$ cat src/rtl/fireball_engine_pkg.sv
// Shared types and constants for the fireball game engine.
// Holds the FSM encoding, path geometry, park position and hit radius.
package fireball_engine_pkg;

    typedef enum logic [1:0] {
        ST_IDLE = 2'd0,
        ST_PLAY = 2'd1,
        ST_WIN  = 2'd2,
        ST_OVER = 2'd3
    } state_e;

    localparam int NUM_FIRE = 4;
    localparam int PATH_LEN = 140;
    localparam logic [7:0] LAST_IDX = 8'(PATH_LEN - 1);

    localparam logic [6:0] PARK_X = 7'd127;
    localparam logic [5:0] PARK_Y = 6'd0;

    localparam logic signed [7:0] HIT_RADIUS = 8'sd3;

    // Last index of each path segment
    localparam logic [7:0] SEG0_END = 8'd20;
    localparam logic [7:0] SEG1_END = 8'd36;
    localparam logic [7:0] SEG2_END = 8'd60;
    localparam logic [7:0] SEG3_END = 8'd76;
    localparam logic [7:0] SEG4_END = 8'd100;
    localparam logic [7:0] SEG5_END = 8'd116;

    // Horizontal runs: x = i + off (or i - off), fixed y.
    // Vertical runs: fixed x, y = i - off.
    localparam logic [7:0] SEG0_XOFF = 8'd2;
    localparam logic [5:0] SEG0_Y    = 6'd13;
    localparam logic [6:0] SEG1_X    = 7'd23;
    localparam logic [7:0] SEG1_YOFF = 8'd8;
    localparam logic [7:0] SEG2_XOFF = 8'd14;
    localparam logic [5:0] SEG2_Y    = 6'd29;
    localparam logic [6:0] SEG3_X    = 7'd47;
    localparam logic [7:0] SEG3_YOFF = 8'd32;
    localparam logic [7:0] SEG4_XOFF = 8'd30;
    localparam logic [5:0] SEG4_Y    = 6'd45;
    localparam logic [6:0] SEG5_X    = 7'd71;
    localparam logic [7:0] SEG5_YOFF = 8'd56;
    localparam logic [7:0] SEG6_XOFF = 8'd46;
    localparam logic [5:0] SEG6_Y    = 6'd61;

    // True when two coordinates lie within the hit radius.
    // Operands are zero-extended to 8 bits so the signed difference
    // never wraps across the screen edge.
    function automatic logic in_reach(input logic [7:0] a,
                                      input logic [7:0] b);
        logic signed [7:0] d;
        d = a - b;
        return (d >= -HIT_RADIUS) && (d <= HIT_RADIUS);
    endfunction

endpackage

$ cat src/rtl/fireball_engine_path_lut.sv
// fire_path_lut: combinational path index -> (x,y) screen coordinate.
// Ports: idx_i path index 0..139; x_o 7-bit x; y_o 6-bit y.
module fire_path_lut
    import fireball_engine_pkg::*;
(
    input  logic [7:0] idx_i,
    output logic [6:0] x_o,
    output logic [5:0] y_o
);

    logic s0, s1, s2, s3, s4, s5, s6;

    assign s0 = (idx_i <= SEG0_END);
    assign s1 = (idx_i > SEG0_END) && (idx_i <= SEG1_END);
    assign s2 = (idx_i > SEG1_END) && (idx_i <= SEG2_END);
    assign s3 = (idx_i > SEG2_END) && (idx_i <= SEG3_END);
    assign s4 = (idx_i > SEG3_END) && (idx_i <= SEG4_END);
    assign s5 = (idx_i > SEG4_END) && (idx_i <= SEG5_END);
    assign s6 = (idx_i > SEG5_END);

    always_comb begin
        x_o = PARK_X;
        y_o = PARK_Y;
        unique case (1'b1)
            s0: begin
                x_o = 7'(idx_i + SEG0_XOFF);
                y_o = SEG0_Y;
            end
            s1: begin
                x_o = SEG1_X;
                y_o = 6'(idx_i - SEG1_YOFF);
            end
            s2: begin
                x_o = 7'(idx_i - SEG2_XOFF);
                y_o = SEG2_Y;
            end
            s3: begin
                x_o = SEG3_X;
                y_o = 6'(idx_i - SEG3_YOFF);
            end
            s4: begin
                x_o = 7'(idx_i - SEG4_XOFF);
                y_o = SEG4_Y;
            end
            s5: begin
                x_o = SEG5_X;
                y_o = 6'(idx_i - SEG5_YOFF);
            end
            s6: begin
                x_o = 7'(idx_i - SEG6_XOFF);
                y_o = SEG6_Y;
            end
            default: ;
        endcase
    end

endmodule

$ cat src/rtl/fireball_engine.sv
// Game-state and sprite-motion engine: moves four fireballs along the
// path, detects snowball hits, tracks lives, cooldown and win/lose.
// Ports: clk/rst_n; move_tick pace; start (re)starts a game;
// char_x/char_y snowball centre; fireN_x/fireN_y fireball centres;
// life, cooldown, cd_cnt, win, game_over game status (all registered).
module fireball_engine
    import fireball_engine_pkg::*;
#(
    parameter int SPAWN_GAP = 12,
    parameter int WIN_COUNT = 20,
    parameter int CD_TICKS  = 7
) (
    input  logic       clk,
    input  logic       rst_n,
    input  logic       move_tick,
    input  logic       start,
    input  logic [6:0] char_x,
    input  logic [5:0] char_y,
    output logic [6:0] fire1_x,
    output logic [5:0] fire1_y,
    output logic [6:0] fire2_x,
    output logic [5:0] fire2_y,
    output logic [6:0] fire3_x,
    output logic [5:0] fire3_y,
    output logic [6:0] fire4_x,
    output logic [5:0] fire4_y,
    output logic [1:0] life,
    output logic       cooldown,
    output logic [2:0] cd_cnt,
    output logic       win,
    output logic       game_over
);

    localparam logic [7:0] SPAWN_LAST = 8'(SPAWN_GAP - 1);
    localparam logic [7:0] WIN_LAST   = 8'(WIN_COUNT);
    localparam logic [2:0] CD_LOAD    = 3'(CD_TICKS);

    state_e state_q, state_d;

    logic [NUM_FIRE-1:0] act_q, act_d;
    logic [7:0] idx_q [NUM_FIRE];
    logic [7:0] idx_d [NUM_FIRE];
    logic [6:0] fx_q  [NUM_FIRE];
    logic [6:0] fx_d  [NUM_FIRE];
    logic [5:0] fy_q  [NUM_FIRE];
    logic [5:0] fy_d  [NUM_FIRE];
    logic [6:0] lut_x [NUM_FIRE];
    logic [5:0] lut_y [NUM_FIRE];

    logic [7:0] spawn_q, spawn_d;
    logic [7:0] esc_q, esc_d;
    logic [1:0] life_q, life_d;
    logic       cool_q, cool_d;
    logic [2:0] cd_q, cd_d;
    logic       win_q, over_q;

    logic [NUM_FIRE-1:0] near;
    logic                hit;
    logic                free_ok;
    logic [1:0]          free_idx;

    // Positions are looked up from next-state indices so the
    // registered outputs change together with the slot state.
    for (genvar g = 0; g < NUM_FIRE; g++) begin : g_lut
        fire_path_lut u_lut (
            .idx_i (idx_d[g]),
            .x_o   (lut_x[g]),
            .y_o   (lut_y[g])
        );
    end

    always_comb begin
        for (int i = 0; i < NUM_FIRE; i++) begin
            fx_d[i] = act_d[i] ? lut_x[i] : PARK_X;
            fy_d[i] = act_d[i] ? lut_y[i] : PARK_Y;
        end
    end

    // Overlap is judged on registered (pre-move) positions
    always_comb begin
        for (int i = 0; i < NUM_FIRE; i++) begin
            near[i] = act_q[i]
                && in_reach({1'b0, char_x}, {1'b0, fx_q[i]})
                && in_reach({2'b0, char_y}, {2'b0, fy_q[i]});
        end
        hit = (state_q == ST_PLAY) && !cool_q && (|near);
    end

    // Lowest-numbered slot that was free before this tick
    always_comb begin
        free_ok  = 1'b0;
        free_idx = '0;
        for (int i = NUM_FIRE - 1; i >= 0; i--) begin
            if (!act_q[i]) begin
                free_ok  = 1'b1;
                free_idx = 2'(i);
            end
        end
    end

    always_comb begin
        state_d = state_q;
        act_d   = act_q;
        for (int i = 0; i < NUM_FIRE; i++) begin
            idx_d[i] = idx_q[i];
        end
        spawn_d = spawn_q;
        esc_d   = esc_q;
        life_d  = life_q;
        cool_d  = cool_q;
        cd_d    = cd_q;

        if (start) begin
            state_d = ST_PLAY;
            act_d   = '0;
            for (int i = 0; i < NUM_FIRE; i++) begin
                idx_d[i] = '0;
            end
            spawn_d = '0;
            esc_d   = '0;
            life_d  = 2'd3;
            cool_d  = 1'b0;
            cd_d    = '0;
        end else if (state_q == ST_PLAY) begin
            if (hit) begin
                life_d = life_q - 2'd1;
                cool_d = 1'b1;
                cd_d   = CD_LOAD;
            end
            if (move_tick) begin
                // A fresh hit reloads the counter instead of counting
                if (!hit && cool_q) begin
                    cd_d = cd_q - 3'd1;
                    if (cd_q == 3'd1) begin
                        cool_d = 1'b0;
                    end
                end
                for (int i = 0; i < NUM_FIRE; i++) begin
                    if (act_q[i]) begin
                        if (idx_q[i] == LAST_IDX) begin
                            act_d[i] = 1'b0;
                            esc_d    = esc_d + 8'd1;
                        end else begin
                            idx_d[i] = idx_q[i] + 8'd1;
                        end
                    end
                end
                // Holds at SPAWN_LAST while every slot is busy
                if (spawn_q == SPAWN_LAST) begin
                    if (free_ok) begin
                        act_d[free_idx] = 1'b1;
                        idx_d[free_idx] = '0;
                        spawn_d         = '0;
                    end
                end else begin
                    spawn_d = spawn_q + 8'd1;
                end
            end
            // Losing the last life beats a simultaneous final escape
            if (life_d == 2'd0) begin
                state_d = ST_OVER;
            end else if (esc_d >= WIN_LAST) begin
                state_d = ST_WIN;
            end
        end
    end

    always_ff @(posedge clk or negedge rst_n) begin
        if (!rst_n) begin
            state_q <= ST_IDLE;
            act_q   <= '0;
            for (int i = 0; i < NUM_FIRE; i++) begin
                idx_q[i] <= '0;
                fx_q[i]  <= PARK_X;
                fy_q[i]  <= PARK_Y;
            end
            spawn_q <= '0;
            esc_q   <= '0;
            life_q  <= 2'd3;
            cool_q  <= 1'b0;
            cd_q    <= '0;
            win_q   <= 1'b0;
            over_q  <= 1'b0;
        end else begin
            state_q <= state_d;
            act_q   <= act_d;
            for (int i = 0; i < NUM_FIRE; i++) begin
                idx_q[i] <= idx_d[i];
                fx_q[i]  <= fx_d[i];
                fy_q[i]  <= fy_d[i];
            end
            spawn_q <= spawn_d;
            esc_q   <= esc_d;
            life_q  <= life_d;
            cool_q  <= cool_d;
            cd_q    <= cd_d;
            win_q   <= (state_d == ST_WIN);
            over_q  <= (state_d == ST_OVER);
        end
    end

    assign fire1_x   = fx_q[0];
    assign fire1_y   = fy_q[0];
    assign fire2_x   = fx_q[1];
    assign fire2_y   = fy_q[1];
    assign fire3_x   = fx_q[2];
    assign fire3_y   = fy_q[2];
    assign fire4_x   = fx_q[3];
    assign fire4_y   = fy_q[3];
    assign life      = life_q;
    assign cooldown  = cool_q;
    assign cd_cnt    = cd_q;
    assign win       = win_q;
    assign game_over = over_q;

endmodule

$ cat config.mk
export PLATFORM = sky130hd
export DESIGN_NAME = fireball_engine
export DESIGN_NICKNAME = d
export VERILOG_FILES = /design/src/rtl/fireball_engine_pkg.sv /design/src/rtl/fireball_engine_path_lut.sv /design/src/rtl/fireball_engine.sv
export SDC_FILE = /design/constraint.sdc
export NUM_CORES = 1
export LEC_CHECK = 0
export ABC_AREA = 1
export BUFFER_PORTS_ARGS = -buffer_cell sky130_fd_sc_hd__buf_4
export CAP_MARGIN = 20
export CORE_MARGIN = 1
export CORE_UTILIZATION = 45
export DETAILED_ROUTE_END_ITERATION = 7
export GPL_ROUTABILITY_DRIVEN = 0
export MAX_ROUTING_LAYER = met4
export PLACE_DENSITY = 0.65
export SLEW_MARGIN = 40
export SYNTH_ARGS = -nofsm -noshare
export SYNTH_HDL_FRONTEND = slang
export SYNTH_SLANG_ARGS = --single-unit
$ cat constraint.sdc
create_clock -name clk -period 4.6 [get_ports clk]
set_clock_uncertainty 0.1 [all_clocks]
set_input_delay 0.69 -clock clk [delete_from_list [all_inputs] [get_ports clk]]
set_output_delay 0.69 -clock clk [all_outputs]
set_load 0.02 [all_outputs]
; Yosys cells after proc, flatten, opt, wreduce, memory -nomap -nowiden
; Cells that the tools add are included.
[word_totals]
regBits = 114
inputBits = 17
out_inout_bits = 60
wordCells = 324
[classes]
n_addsub = 47
magnitude_cmp = 69
n_eq_ne = 10
mux = 125
n_bitwise = 4
n_reduce_logical = 48
[op_table]
columns = operator, n
row1 = $mux 8, 48
row2 = $pmux 7 s7, 4
row3 = $pmux 6 s7, 4
row4 = $mux 32, 5
row5 = $gt 8x7->1 const B, 12
row6 = $le 8x7->1 const B, 12
row7 = $add 8x1->8 const B, 9
row8 = $gt 8x6->1 const B, 8
row9 = $le 8x6->1 const B, 8
row10 = $sub 6x6->6 const B, 8
row11 = $logic_and 1x1->1, 41
row12 = $and 32x32->32, 1
row13 = $eq 8x8->1 const B, 4
row14 = $ge 8x3->1 const B, 4
row15 = $gt 8x5->1 const B, 4
row16 = $le 8x3->1 const B, 4
row17 = $le 8x5->1 const B, 4
row18 = $not 32->32, 1
row19 = $sub 7x7->8, 4
row20 = $mux 1, 31
row21 = $add 7x2->7 const B, 4
row22 = $ge 7x3->1 const B, 4
row23 = $le 7x3->1 const B, 4
row24 = $mux 7, 4
row25 = other kinds (30), 71

; Longest topological paths before layout
; Gate-level depths: netlist of run 1.
[depth]
ltp_word = 30
depth_mapped = 30
mapped_depth_nobuf = 30

; Modules after synthesis
; From an unflattened synthesis of run 1, not the netlist that was laid out.
[unflattened]
hier_cells = 1646
hier_area_um2 = 11309.6
[modules_own_cells]
columns = module, n_inst, cells_per_inst, area_per_inst_um2, seq_area_each_um2
row1 = fireball_engine, 1, 1178, 8872.3, 2890.3
row2 = fire_path_lut (g_lut[0].u_lut ...), 2, 117, 630.6, 0.0
row3 = fire_path_lut (g_lut[2].u_lut ...), 2, 117, 588.1, 0.0

; Worst setup path before layout of run 1
; Ideal clock, no wire load.
[synth_path]
path_type = flip-flop to flip-flop
from = register idx_q[24] (netlist name)
to = register win_q (netlist: win)
setup_time_ns = 0.118
arrival_time_ns = 3.164
t_required_ns = 4.382
setup_slack_ns = 1.219
stages_incl_launch_ff = 25
path_buffers = 0
synth_period_minus_slack_ns = 3.381
cell_sequence = dfrtp_1 -> ha_1 -> nand2_2 -> nor2_4 -> nand4_1 -> nand2_4 -> inv_1 -> ha_1 -> nand2_1 -> nand2_1 -> ha_1 -> nand2_1 -> nand2_1 -> ha_1 -> nand2_1 -> nor2_1 -> nand3_1 -> nor2_1 -> nand3_1 -> nand3_1 -> nand2_2 -> nor2_4 -> nand2_2 -> a21oi_1 -> nor2_1
[synth_between]
elab_chain_len = 30
[synth_lines]
columns = element, line
row1 = start: declaration, fireball_engine.sv:41  ; logic [7:0] idx_q [NUM_FIRE];
row2 = start signal: indexed assignment, fireball_engine.sv:188  ; idx_q[i] <= idx_d[i];
row3 = $eq 8x8->1 *, fireball_engine.sv:140  ; if (idx_q[i] == LAST_IDX) begin
row4 = $mux 8 *, fireball_engine.sv:140
row5 = $mux 8 *, fireball_engine.sv:139  ; if (act_q[i]) begin
row6 = $mux 8 *, fireball_engine.sv:130  ; if (move_tick) begin
row7 = $mux 8 *, fireball_engine.sv:124  ; end else if (state_q == ST_PLAY) begin
row8 = $mux 8 *, fireball_engine.sv:113  ; if (start) begin
row9 = $add 8x1->8, fireball_engine.sv:142  ; esc_d = esc_d + 8'd1;
row10 = $mux 8, fireball_engine.sv:140
row11 = [... 14 more ...], n/a
row12 = $mux 8 *, fireball_engine.sv:124
row13 = $mux 8 *, fireball_engine.sv:113
row14 = $ge 8x5->1 *, fireball_engine.sv:162  ; end else if (esc_d >= WIN_LAST) begin
row15 = $mux 2 *, fireball_engine.sv:162
row16 = $mux 2 *, fireball_engine.sv:160  ; if (life_d == 2'd0) begin
row17 = $mux 2 *, fireball_engine.sv:124
row18 = $mux 2 *, fireball_engine.sv:113
row19 = $eq 2x2->1 *, fireball_engine.sv:197  ; win_q <= (state_d == ST_WIN);
row20 = end signal: assignment, fireball_engine.sv:197
row21 = end: declaration, fireball_engine.sv:55  ; logic win_q, over_q;
; Every way passes the cells marked *; elsewhere a longest branch is shown, timed or not. The select of a mux whose other input is x is not followed.
; A chain may end at the register's enable or synchronous reset.

; Final worst setup path of run 1
[layout_path]
from = register idx_q[25] (netlist name)
to = register win_q (netlist: win)
; Same word-level chain as after synthesis.

==> results of run 1 <==
[synthesized netlist by cell type (3+ instances only)]
| master | count | area, µm² |
|---|---|---|
| a21o_1 | 4 | 30.0 |
| a21oi_1 | 79 | 395 |
| a31oi_1 | 4 | 25.0 |
| and3_1 | 5 | 31.3 |
| buf_2 | 6 | 30.0 |
| clkbuf_1 | 4 | 15.0 |
| dfrtp_1 | 84 | 2100 |
| dfstp_2 | 30 | 788 |
| fa_1 | 12 | 240 |
| ha_1 | 75 | 938 |
| inv_1 | 245 | 920 |
| inv_2 | 31 | 116 |
| nand2_1 | 342 | 1280 |
| nand2_2 | 22 | 138 |
| nand2_4 | 3 | 33.8 |
| nand3_1 | 136 | 681 |
| nand3_2 | 12 | 120 |
| nand3b_1 | 6 | 45.0 |
| nand4_1 | 51 | 319 |
| nor2_1 | 109 | 409 |
| nor2_2 | 10 | 62.6 |
| nor2_4 | 11 | 124 |
| nor3_1 | 15 | 75.1 |
| nor3b_1 | 3 | 22.5 |
| o211ai_1 | 15 | 113 |
| o21ai_0 | 45 | 225 |
| o21ai_1 | 24 | 120 |
| o21bai_1 | 5 | 37.5 |
| o22ai_1 | 6 | 37.5 |
| or2_2 | 9 | 56.3 |
| xnor2_1 | 31 | 272 |
| xor2_1 | 35 | 307 |
[worst max-delay path by stage]
stage                            end  slack (ns)  cells past startpoint
final                            win        0.65                     24
after global routing      fire4_x[6]        0.21                     23
after CTS                        win        0.67                     24
after detailed placement  fire2_x[6]        0.43                     20
after global placement    fire4_x[6]        0.58                     24
after floorplan                  win        1.22                     24
[power groups by stage]
stage	registers [mW]	logic (mW)	clock network [mW]
global placement	1.05	0.418	0
detailed placement	1.05	0.423	0
CTS	1.04	0.424	1.27
global route	1.04	0.478	1.31
floorplan	1.05	0.299	0
finish	1.04	0.423	1.24
[critical path, cell delays in order (launching register included)]
cell and delay (ns):
dfrtp_1 0.41, ha_1 0.21, nand2_2 0.10, nor2_4 0.22
nand4_1 0.22, nand2_4 0.17, inv_1 0.05, ha_1 0.30
nand2_1 0.07, nand2_1 0.11, ha_1 0.30, nand2_1 0.05
nand2_1 0.11, ha_1 0.17, nand2_1 0.08, nor2_1 0.18
nand3_1 0.12, nor2_1 0.16, nand3_1 0.09, nand3_1 0.12
nand2_2 0.08, nor2_4 0.16, nand2_2 0.07, a21oi_1 0.13
nor2_1 0.06
[routing by layer]
layer	wire length, µm	vias to the layer above
li1	-	5082
met1	13200	4589
met2	12400	207
met3	1020	27
met4	346	0
met5	0	-
[logic make-up (layout without fill, tap and decap cells)]
family                     Yosys count  count (layout)
AOI/OAI and AO/OA                  202             202
and+or+nand+nor                    747             747
DFF                                114             114
adders and majority gates           87              87
xor gates and xnor gates            66              66
buffers and inverters              290             393
muxes                                1               1
[flip-flops by register name (all words and copies together) (netlist names), 6 cells and up]
| signal | cells |
|---|---|
| fire1_y | 6 |
| fire1_x | 7 |
| spawn_q | 8 |
| fire4_x | 7 |
| fire3_y | 6 |
| fire2_x | 7 |
| esc_q | 8 |
| fire4_y | 6 |
| fire3_x | 7 |
| fire2_y | 6 |
| idx_q | 32 |
[metrics by stage]
stage,cells,util (%)
2_1_floorplan,1507,-
3_3_place_gp,1891,50.2
3_5_place_dp,1891,50.2
4_1_cts,1923,52.7
5_1_grt,1923,52.7
6_report,1923,52.7
[cell usage in the layout, fill, tap and decap left out, types with 3 or more instances in the layout]
master / Yosys / final
nand2_2: 22 / 22
o21ai_1: 24 / 24
nor2_4: 11 / 11
buf_4: 2 / 83
nand2_1: 342 / 342
nor3b_1: 3 / 3
clkinvlp_4: 0 / 5
dfrtp_1: 84 / 84
dfstp_2: 30 / 30
o22ai_1: 6 / 6
nor3_1: 15 / 15
nand3_1: 136 / 136
or2_2: 9 / 9
a21oi_1: 79 / 79
and3_1: 5 / 5
xnor2_1: 31 / 31
nor2_2: 10 / 10
clkbuf_16: 0 / 17
xor2_1: 35 / 35
a21o_1: 4 / 4
o211ai_1: 15 / 15
nand3b_1: 6 / 6
a31oi_1: 4 / 4
inv_2: 31 / 31
nand4_1: 51 / 51
clkinv_2: 1 / 4
nand2_4: 3 / 3
o21bai_1: 5 / 5
nand3_2: 12 / 12
ha_1: 75 / 75
o21ai_0: 45 / 45
fa_1: 12 / 12
nor2_1: 109 / 109
inv_1: 245 / 245
[layout make-up]
cell class	instances	share of cell area, %
multi-input cells	1103	54.1
flip-flops and latches	114	24.1
inverters	278	8.71
repair buffers	83	5.19
clock buffers	20	3.72
well taps	313	3.26
clock inverters	12	0.907
==> results.sh, run 1 <==
export IMPL_start_util_pct=46.1
export IMPL_multi_input_area_um2=6490
export IMPL_grt_pass1_wl_mm=44.9
export IMPL_routedWlPerCell_um=14.0
export IMPL_cts_tree="yes"
export IMPL_cts_made_buffers=17
export IMPL_synthDistinctLibCells=58
export IMPL_p_int_mw=1.92
export IMPL_finalHoldViolCount=0
export IMPL_r2r_start="idx_q[25]"
export IMPL_use_met2_pct=39.0
export IMPL_ctsResizeCount=0
export IMPL_seqCellArea_um2=2890
export IMPL_power_frac_clock_pct=46.0
export IMPL_maxCapViolCount=0
export IMPL_grt_usage_pct=24.2
export IMPL_grt_pass1_vias=9255
export IMPL_synth_seq_cells=114
export IMPL_drive_gt1_share_pct=16.1
export IMPL_die_area_um2=23900
export IMPL_vdd_drop_max_mv=0.241
export IMPL_fp_row_count=55
export IMPL_cp_max_fo=7
export IMPL_power_switching_uw=786
export IMPL_vias=9905
export IMPL_ant_nets=0
export IMPL_final_nets=1701
export IMPL_postCtsSetupRepairBufs=0
export IMPL_synthMuxAreaShare_pct=0.0954
export IMPL_min_period_over_period_pct=86.0
export IMPL_total_power_mw=2.70
export IMPL_yosys_area_share_simple_pct=34.0
export IMPL_root_buffer="clkbuf_16"
export IMPL_worst_pin_slew_ns=0.697
export IMPL_async_flop_share_pct=100
export IMPL_dpl_cell_area_um2=11400
export IMPL_layout_setup_ws_ns=0.646
export IMPL_io_pins=77
export IMPL_clk_pin_slew_worst_paths_ns=0.06
export IMPL_coreArea_um2=22800
export IMPL_die_height_um=155
export IMPL_setup_viol=0
export IMPL_synth_xor_area_share_pct=5.51
export IMPL_num_antenna_cells=0
export IMPL_holdBufCountCts=0
export IMPL_outcome="completed"
export IMPL_fin_tns_setup_ns=0
export IMPL_cp_required_ns=4.81
export IMPL_grt_max_degree=54
export IMPL_crit_start="idx_q[25]"
export IMPL_clk_latency_ns=0.42
export IMPL_drt_iter0_markers=584
export IMPL_timing_rr_end="win"
export IMPL_cp_start_kind="flip-flop"
export IMPL_yosys_warnings=0
export IMPL_firstDrtPassIters=6
export IMPL_cp_arrival_ns=4.16
export IMPL_cts_sinks=114
export IMPL_syn_avg_cell_area_um2=6.96
export IMPL_sw_frac_of_total_pct=29.1
export IMPL_cts_max_level=4
export IMPL_slew_viol_final=0
export IMPL_dp_hpwl_mm=21.5
export IMPL_synth_ff_type="dfrtp_1"
export IMPL_worstRegToRegCells=24
export IMPL_grt_remaining_overflow=0
export IMPL_synthAdderAreaFrac_pct=11.2
export IMPL_io_buffers=76
export IMPL_slew_headroom_pct=53.5
export IMPL_critPathKind="flip-flop to flip-flop"
export IMPL_place_ws_ns=0.429
export IMPL_clk_path_buf_depth=2
export IMPL_ys_seq_area_share_pct=27.6
export IMPL_area_growth_pct=14.4
export IMPL_synth_compound_area_share_pct=11.1
export IMPL_seqPwrFrac_pct=38.4
export IMPL_clock_fmax_ghz=0.253
export IMPL_min_path_type="primary input to async pin"
export IMPL_crit_path_end_kind="flip-flop"
export IMPL_syn_inst=1507
export IMPL_antenna_found_initial=0
export IMPL_whs_ns=0.225
export IMPL_p_leak_nw=6.30
export IMPL_synth_edf_count=0
export IMPL_use_met3_pct=2.72
export IMPL_drc=0
export IMPL_fill_cells=2246
export IMPL_power_frac_comb_pct=15.6
export IMPL_die_w_um=155
export IMPL_power_per_cell_area_nw_per_um2=225
export IMPL_synth_area_um2=10500
export IMPL_min_period_ns=3.95
export IMPL_top_usage_layer="met2"
export IMPL_rsz0062_at_grt="no"
export IMPL_r2r_slack_ns=0.65
export IMPL_final_area_um2=12000
export IMPL_avgViaCountPerCell=5.15
export IMPL_syn_nets=1611
export IMPL_wl_mm=26.9
export IMPL_grt_use_met1_pct=31.9
export IMPL_synth_top_family_by_area="simple AND/OR/NAND/NOR gates"
Power figures use the tool's default switching activity.
==> run 2, diff against run 1 <==
PLACE_DENSITY = 0.68   (was 0.65)
clock period = 3.25 ns   (was 4.6 ns; I/O delays follow)
==> results.sh, run 2 (synthesis gave the netlist of run 1 again) <==
export IMPL_io_pins=77
export IMPL_io_buffers=76
export IMPL_worst_pin_slew_ns=0.626
export IMPL_slew_viol_final=0
export IMPL_routed_top_layer="met4"
export IMPL_multi_input_area_um2=7160
export IMPL_rsz0062_at_grt="yes"
export IMPL_clk_path_buf_depth=2
export IMPL_cp_max_fo=4
export IMPL_final_area_um2=14900
export IMPL_final_nets=1967
export IMPL_outcome="finished, violations left"
export IMPL_min_period_over_period_pct=105
export IMPL_grt_max_degree=47
export IMPL_timing_rr_end="fire2_x[6]"
export IMPL_wl_mm=32.1
export IMPL_clock_fmax_ghz=0.292
export IMPL_min_period_ns=3.43
export IMPL_vdd_drop_max_mv=0.346
export IMPL_vias=11300
export IMPL_r2r_start="spawn_q[1]"
export IMPL_finalHoldViolCount=0
export IMPL_fin_tns_setup_ns=-0.870
export IMPL_final_core_util_pct=65.3
export IMPL_routedWlPerCell_um=14.6
export IMPL_wl_met2_mm=14.8
export IMPL_ant_nets=0
export IMPL_total_power_mw=4.38
export IMPL_fp_row_count=55
export IMPL_min_path_type="primary input to flip-flop"
export IMPL_violations="setup timing"
export IMPL_p_leak_nw=7.80
export IMPL_fin_cells=2189
export IMPL_hp_start="start"
export IMPL_drt_iter0_markers=595
export IMPL_cts_tree="yes"
export IMPL_die_area_um2=23900
export IMPL_critPathKind="flip-flop to flip-flop"
export IMPL_coreArea_um2=22800
export IMPL_wl_met3_mm=1.46
export IMPL_final_common_cell="buf_4"
export IMPL_r2r_slack_ns=-0.18
export IMPL_power_per_cell_area_nw_per_um2=295
export IMPL_clk_latency_ns=0.43
export IMPL_holdPathEnd="game_over"
export IMPL_antenna_found_initial=0
export IMPL_grt_usage_pct=27.8
export IMPL_max_flop_register="idx_q"
export IMPL_fill_cells=1912
export IMPL_setup_viol=10
export IMPL_cp_start_kind="flip-flop"
export IMPL_whs_ns=0.409
export IMPL_seqCellArea_um2=2890
export IMPL_cts_max_level=4
export IMPL_layout_setup_ws_ns=-0.177
export IMPL_final_cell_mix="buf_4, nand2_1, inv_1"
export IMPL_worstRegToRegCells=23
export IMPL_avgViaCountPerCell=5.18
export IMPL_start_util_pct=46.1
export IMPL_largest_reg_flops=32
export IMPL_drc=0
export IMPL_cts_made_buffers=17
export IMPL_die_height_um=155
export IMPL_cp_arrival_ns=3.67
export IMPL_place_ws_ns=-0.241
export IMPL_cp_required_ns=3.49
export IMPL_dp_hpwl_mm=23.5
export IMPL_num_antenna_cells=0
export IMPL_cts_sinks=114
export IMPL_whs_path_depth=4
export IMPL_grt_pass1_vias=11000
export IMPL_reg_top3="idx_q x32, esc_q x8, spawn_q x8"
export IMPL_root_buffer="clkbuf_16"
export IMPL_die_w_um=155
export IMPL_drive_gt1_share_pct=34.7
export IMPL_dpl_cell_area_um2=13100
export IMPL_area_growth_pct=41.7
export IMPL_firstDrtPassIters=5
export IMPL_clk_pin_slew_worst_paths_ns=0.06
export IMPL_grt_pass1_wl_mm=51.8
export IMPL_crit_path_end_kind="flip-flop"
export IMPL_slew_headroom_pct=58.3
export IMPL_maxCapViolCount=0
export IMPL_grt_remaining_overflow=0
export IMPL_placedCellCount=2096
export IMPL_wl_met1_mm=14.3
[run 2: changes by cell type in the layout (fill, tap and decap cells not counted), moves of 8 or more]
cell,before,now
ha_1,75,67
o21ai_0,45,34
buf_6,0,13
nand2_2,22,45
buf_4,83,332
nand3_2,12,26
nor2_1,109,85
nand2_1,342,306
nand3_1,136,117
nor2_2,10,22
nor2_4,11,23
nand2_4,3,16
[run 2: layout make-up]
| type | instances | area share, % |
|---|---|---|
| multi-input cells | 1103 | 48.2 |
| flip-flops and latches | 114 | 19.4 |
| repair buffers | 349 | 18.2 |
| inverters | 278 | 7.09 |
| clock buffers | 18 | 2.89 |
| well taps | 313 | 2.63 |
| clock inverters | 14 | 1.53 |
[run 2: layer usage]
layer,global-route usage (%),vias up
met1,34.3,5314
met4,14.9,0
li1,-,5604
met2,44.1,333
met3,3.73,92
met5,-,-
[run 2: worst max-delay path by stage]
stage / cells after the start / start / to / slack [ns]
floorplan: 24 / idx_q[24] / win / 0.003
global placement: 27 / idx_q[25] / win / -0.18
detailed placement: 22 / char_x[0] / win / -0.24
CTS: 23 / spawn_q[0] / fire1_x[6] / -0.09
global route: 21 / spawn_q[1] / fire2_x[6] / -0.37
finish: 23 / spawn_q[1] / fire2_x[6] / -0.18
[run 2: what timing repair did]
action                                  4_1_cts  5_1_grt
endpoints found under the hold margin        12        0
pin swaps                                    77       84
endpoints found under the setup margin       14       37
gates resized for setup                      85       97
buffers inserted                             47       15
hold buffers                                  1        0
[run 2: critical path, cell delays in order (launching register included)]
cell and delay (ns):
dfrtp_1 0.38, ha_2 0.19, nand4_1 0.12, nor2_4 0.07
buf_6 0.12, buf_6 0.10, nand4_1 0.11, buf_4 0.15
nand2_4 0.07, nor2_4 0.15, nand2_2 0.10, nor2_4 0.15
nand2_2 0.08, o21ai_2 0.14, nand2_2 0.10, buf_6 0.13
o21ai_4 0.06, inv_2 0.07, a21oi_2 0.17, ha_4 0.23
a21oi_1 0.13, nand2_1 0.11, xor2_2 0.17, o2111ai_1 0.18
[run 2: power by group]
part	internal [mW]	switching, mW	leakage [nW]
clock	1.37	0.742	0.316
sequential	1.45	0.0168	1.48
combinational	0.323	0.479	6.01
==> run 3, diff against run 2 <==
PLACE_DENSITY = 0.65   (was 0.68)
clock period = 4.4 ns   (was 3.25 ns; I/O delays follow)
==> results.sh, run 3 (synthesis gave the netlist of run 1 again) <==
export IMPL_seqPwrFrac_pct=37.7
export IMPL_grt_usage_pct=24.1
export IMPL_cts_made_buffers=17
export IMPL_cp_start_kind="flip-flop"
export IMPL_cp_required_ns=4.62
export IMPL_p_leak_nw=6.32
export IMPL_clk_latency_ns=0.43
export IMPL_min_period_ns=3.94
export IMPL_power_frac_comb_pct=15.4
export IMPL_sw_frac_of_total_pct=29.5
export IMPL_grt_max_degree=50
export IMPL_drt_iter0_markers=708
export IMPL_crit_chain="ha_1, nand2_2, nor2_4, nand4_1, nand2_4, inv_1, ha_1, nand2_1, nand2_1, ha_1, nand2_1, nand2_1, ha_1, nand2_1, nor2_1, nand3_1, nor2_1, nand3_1, nand3_1, nand2_2, nor2_4, nand3_1, nand2_1, nor2_1"
export IMPL_critPathMaxStageDelay_ns=0.42
export IMPL_num_antenna_cells=0
export IMPL_final_cell_mix="nand2_1, inv_1, nand3_1"
export IMPL_critPathKind="flip-flop to flip-flop"
export IMPL_root_buffer="clkbuf_16"
export IMPL_die_area_um2=23900
export IMPL_coreArea_um2=22800
export IMPL_holdBufCountCts=0
export IMPL_postCtsSetupRepairBufs=0
export IMPL_cts_max_level=4
export IMPL_ctsResizeCount=0
export IMPL_clk_pin_slew_worst_paths_ns=0.06
export IMPL_grt_pass1_wl_mm=44.7
export IMPL_start_util_pct=46.1
export IMPL_power_switching_uw=850
export IMPL_cts_tree="yes"
export IMPL_area_growth_pct=14.8
export IMPL_grt_remaining_overflow=0
export IMPL_largest_reg_flops=32
export IMPL_drc=0
export IMPL_cp_arrival_ns=4.16
export IMPL_max_flop_register="idx_q"
export IMPL_slowest_stage="dfrtp_1"
export IMPL_clk_path_buf_depth=2
export IMPL_maxCapViolCount=0
export IMPL_outcome="completed"
export IMPL_worst_pin_slew_ns=0.642
export IMPL_fin_tns_setup_ns=0
export IMPL_dp_hpwl_mm=21.5
export IMPL_drive_gt1_share_pct=16.4
export IMPL_routedWlPerCell_um=13.9
export IMPL_crit_path_end_kind="flip-flop"
export IMPL_slew_viol_final=0
export IMPL_clock_fmax_ghz=0.254
export IMPL_slew_headroom_pct=57.2
export IMPL_min_period_over_period_pct=89.5
export IMPL_io_buffers=76
export IMPL_vdd_drop_max_mv=0.283
export IMPL_avgViaCountPerCell=5.13
export IMPL_wl_mm=26.8
export IMPL_die_w_um=155
export IMPL_die_height_um=155
export IMPL_reg_top3="idx_q x32, esc_q x8, spawn_q x8"
export IMPL_io_pins=77
export IMPL_final_nets=1703
export IMPL_fp_row_count=55
export IMPL_min_path_type="primary input to async pin"
export IMPL_grt_pass1_vias=9170
export IMPL_whs_ns=0.156
export IMPL_setup_viol=0
export IMPL_power_per_cell_area_nw_per_um2=239
export IMPL_cts_sinks=114
export IMPL_final_common_cell="nand2_1"
export IMPL_firstDrtPassIters=5
export IMPL_rsz0062_at_grt="no"
export IMPL_finalHoldViolCount=0
export IMPL_total_power_mw=2.88
export IMPL_vias=9876
export IMPL_antenna_found_initial=0
export IMPL_cp_common_cell="nand2_1"
export IMPL_p_int_mw=2.03
export IMPL_cp_max_fo=7
export IMPL_power_frac_clock_pct=46.9
export IMPL_ant_nets=0
## run 3: path summary, 6_finish.rpt
path / to / slack [ns] / cells after the start / startpoint
worst max-delay path: win / 0.46 / 24 / idx_q[24]
worst min-delay path: esc_q[7] / 0.16 / 1 / rst_n
worst max register to register: win / 0.46 / 24 / idx_q[24]
worst min register to register: life[1] / 0.42 / 2 / life[1]
max in group asynchronous: fire2_x[6] / 3.12 / 2 / rst_n
min in group clk: life[1] / 0.42 / 2 / life[1]
## run 3: layout make-up
| class | count | area (µm²) |
|---|---|---|
| Tap cell | 313 | 392 |
| Fill cell | 2235 | 10700 |
| Inverter | 278 | 1040 |
| Sequential cell | 114 | 2890 |
| Timing Repair Buffer | 85 | 638 |
| Clock inverter | 13 | 126 |
| Clock buffer | 19 | 453 |
| Multi-Input combinational cell | 1103 | 6490 |
## run 3: per-layer routing
metal	vias up	track usage, %	share of wire [%]
met5	-	-	0
met4	0	7.26	1.7
met3	32	2.91	4.2
met2	224	38.0	45
met1	4523	32.5	49
li1	5097	-	-
## run 3: through the flow
stage                     std cells  utilization, %  instance area (µm²)  setup slack [ns]
after floorplan                1507               -                10500              1.02
after global placement         1893            50.3                11500             0.345
after detailed placement       1893            50.3                11500             0.280
after CTS                      1925            52.9                12000             0.489
after global routing           1925            52.9                12000            0.0712
final                          1925            52.9                12000             0.461
## run 3: power groups by stage
stage | logic (mW) | clock network [mW] | registers [mW]
after CTS | 0.446 | 1.38 | 1.08
after global routing | 0.503 | 1.42 | 1.09
after floorplan | 0.313 | 0 | 1.10
after detailed placement | 0.444 | 0 | 1.10
final | 0.444 | 1.35 | 1.08
after global placement | 0.437 | 0 | 1.10
## run 3: worst max-delay path: cells and delay by family (launching register included)
family                   cells  cell delay [ns]
adder cells (fa/ha/maj)      4             0.97
buffers and inverters        1             0.05
flip-flops                   1             0.42
AND/OR/NAND/NOR             19             2.28
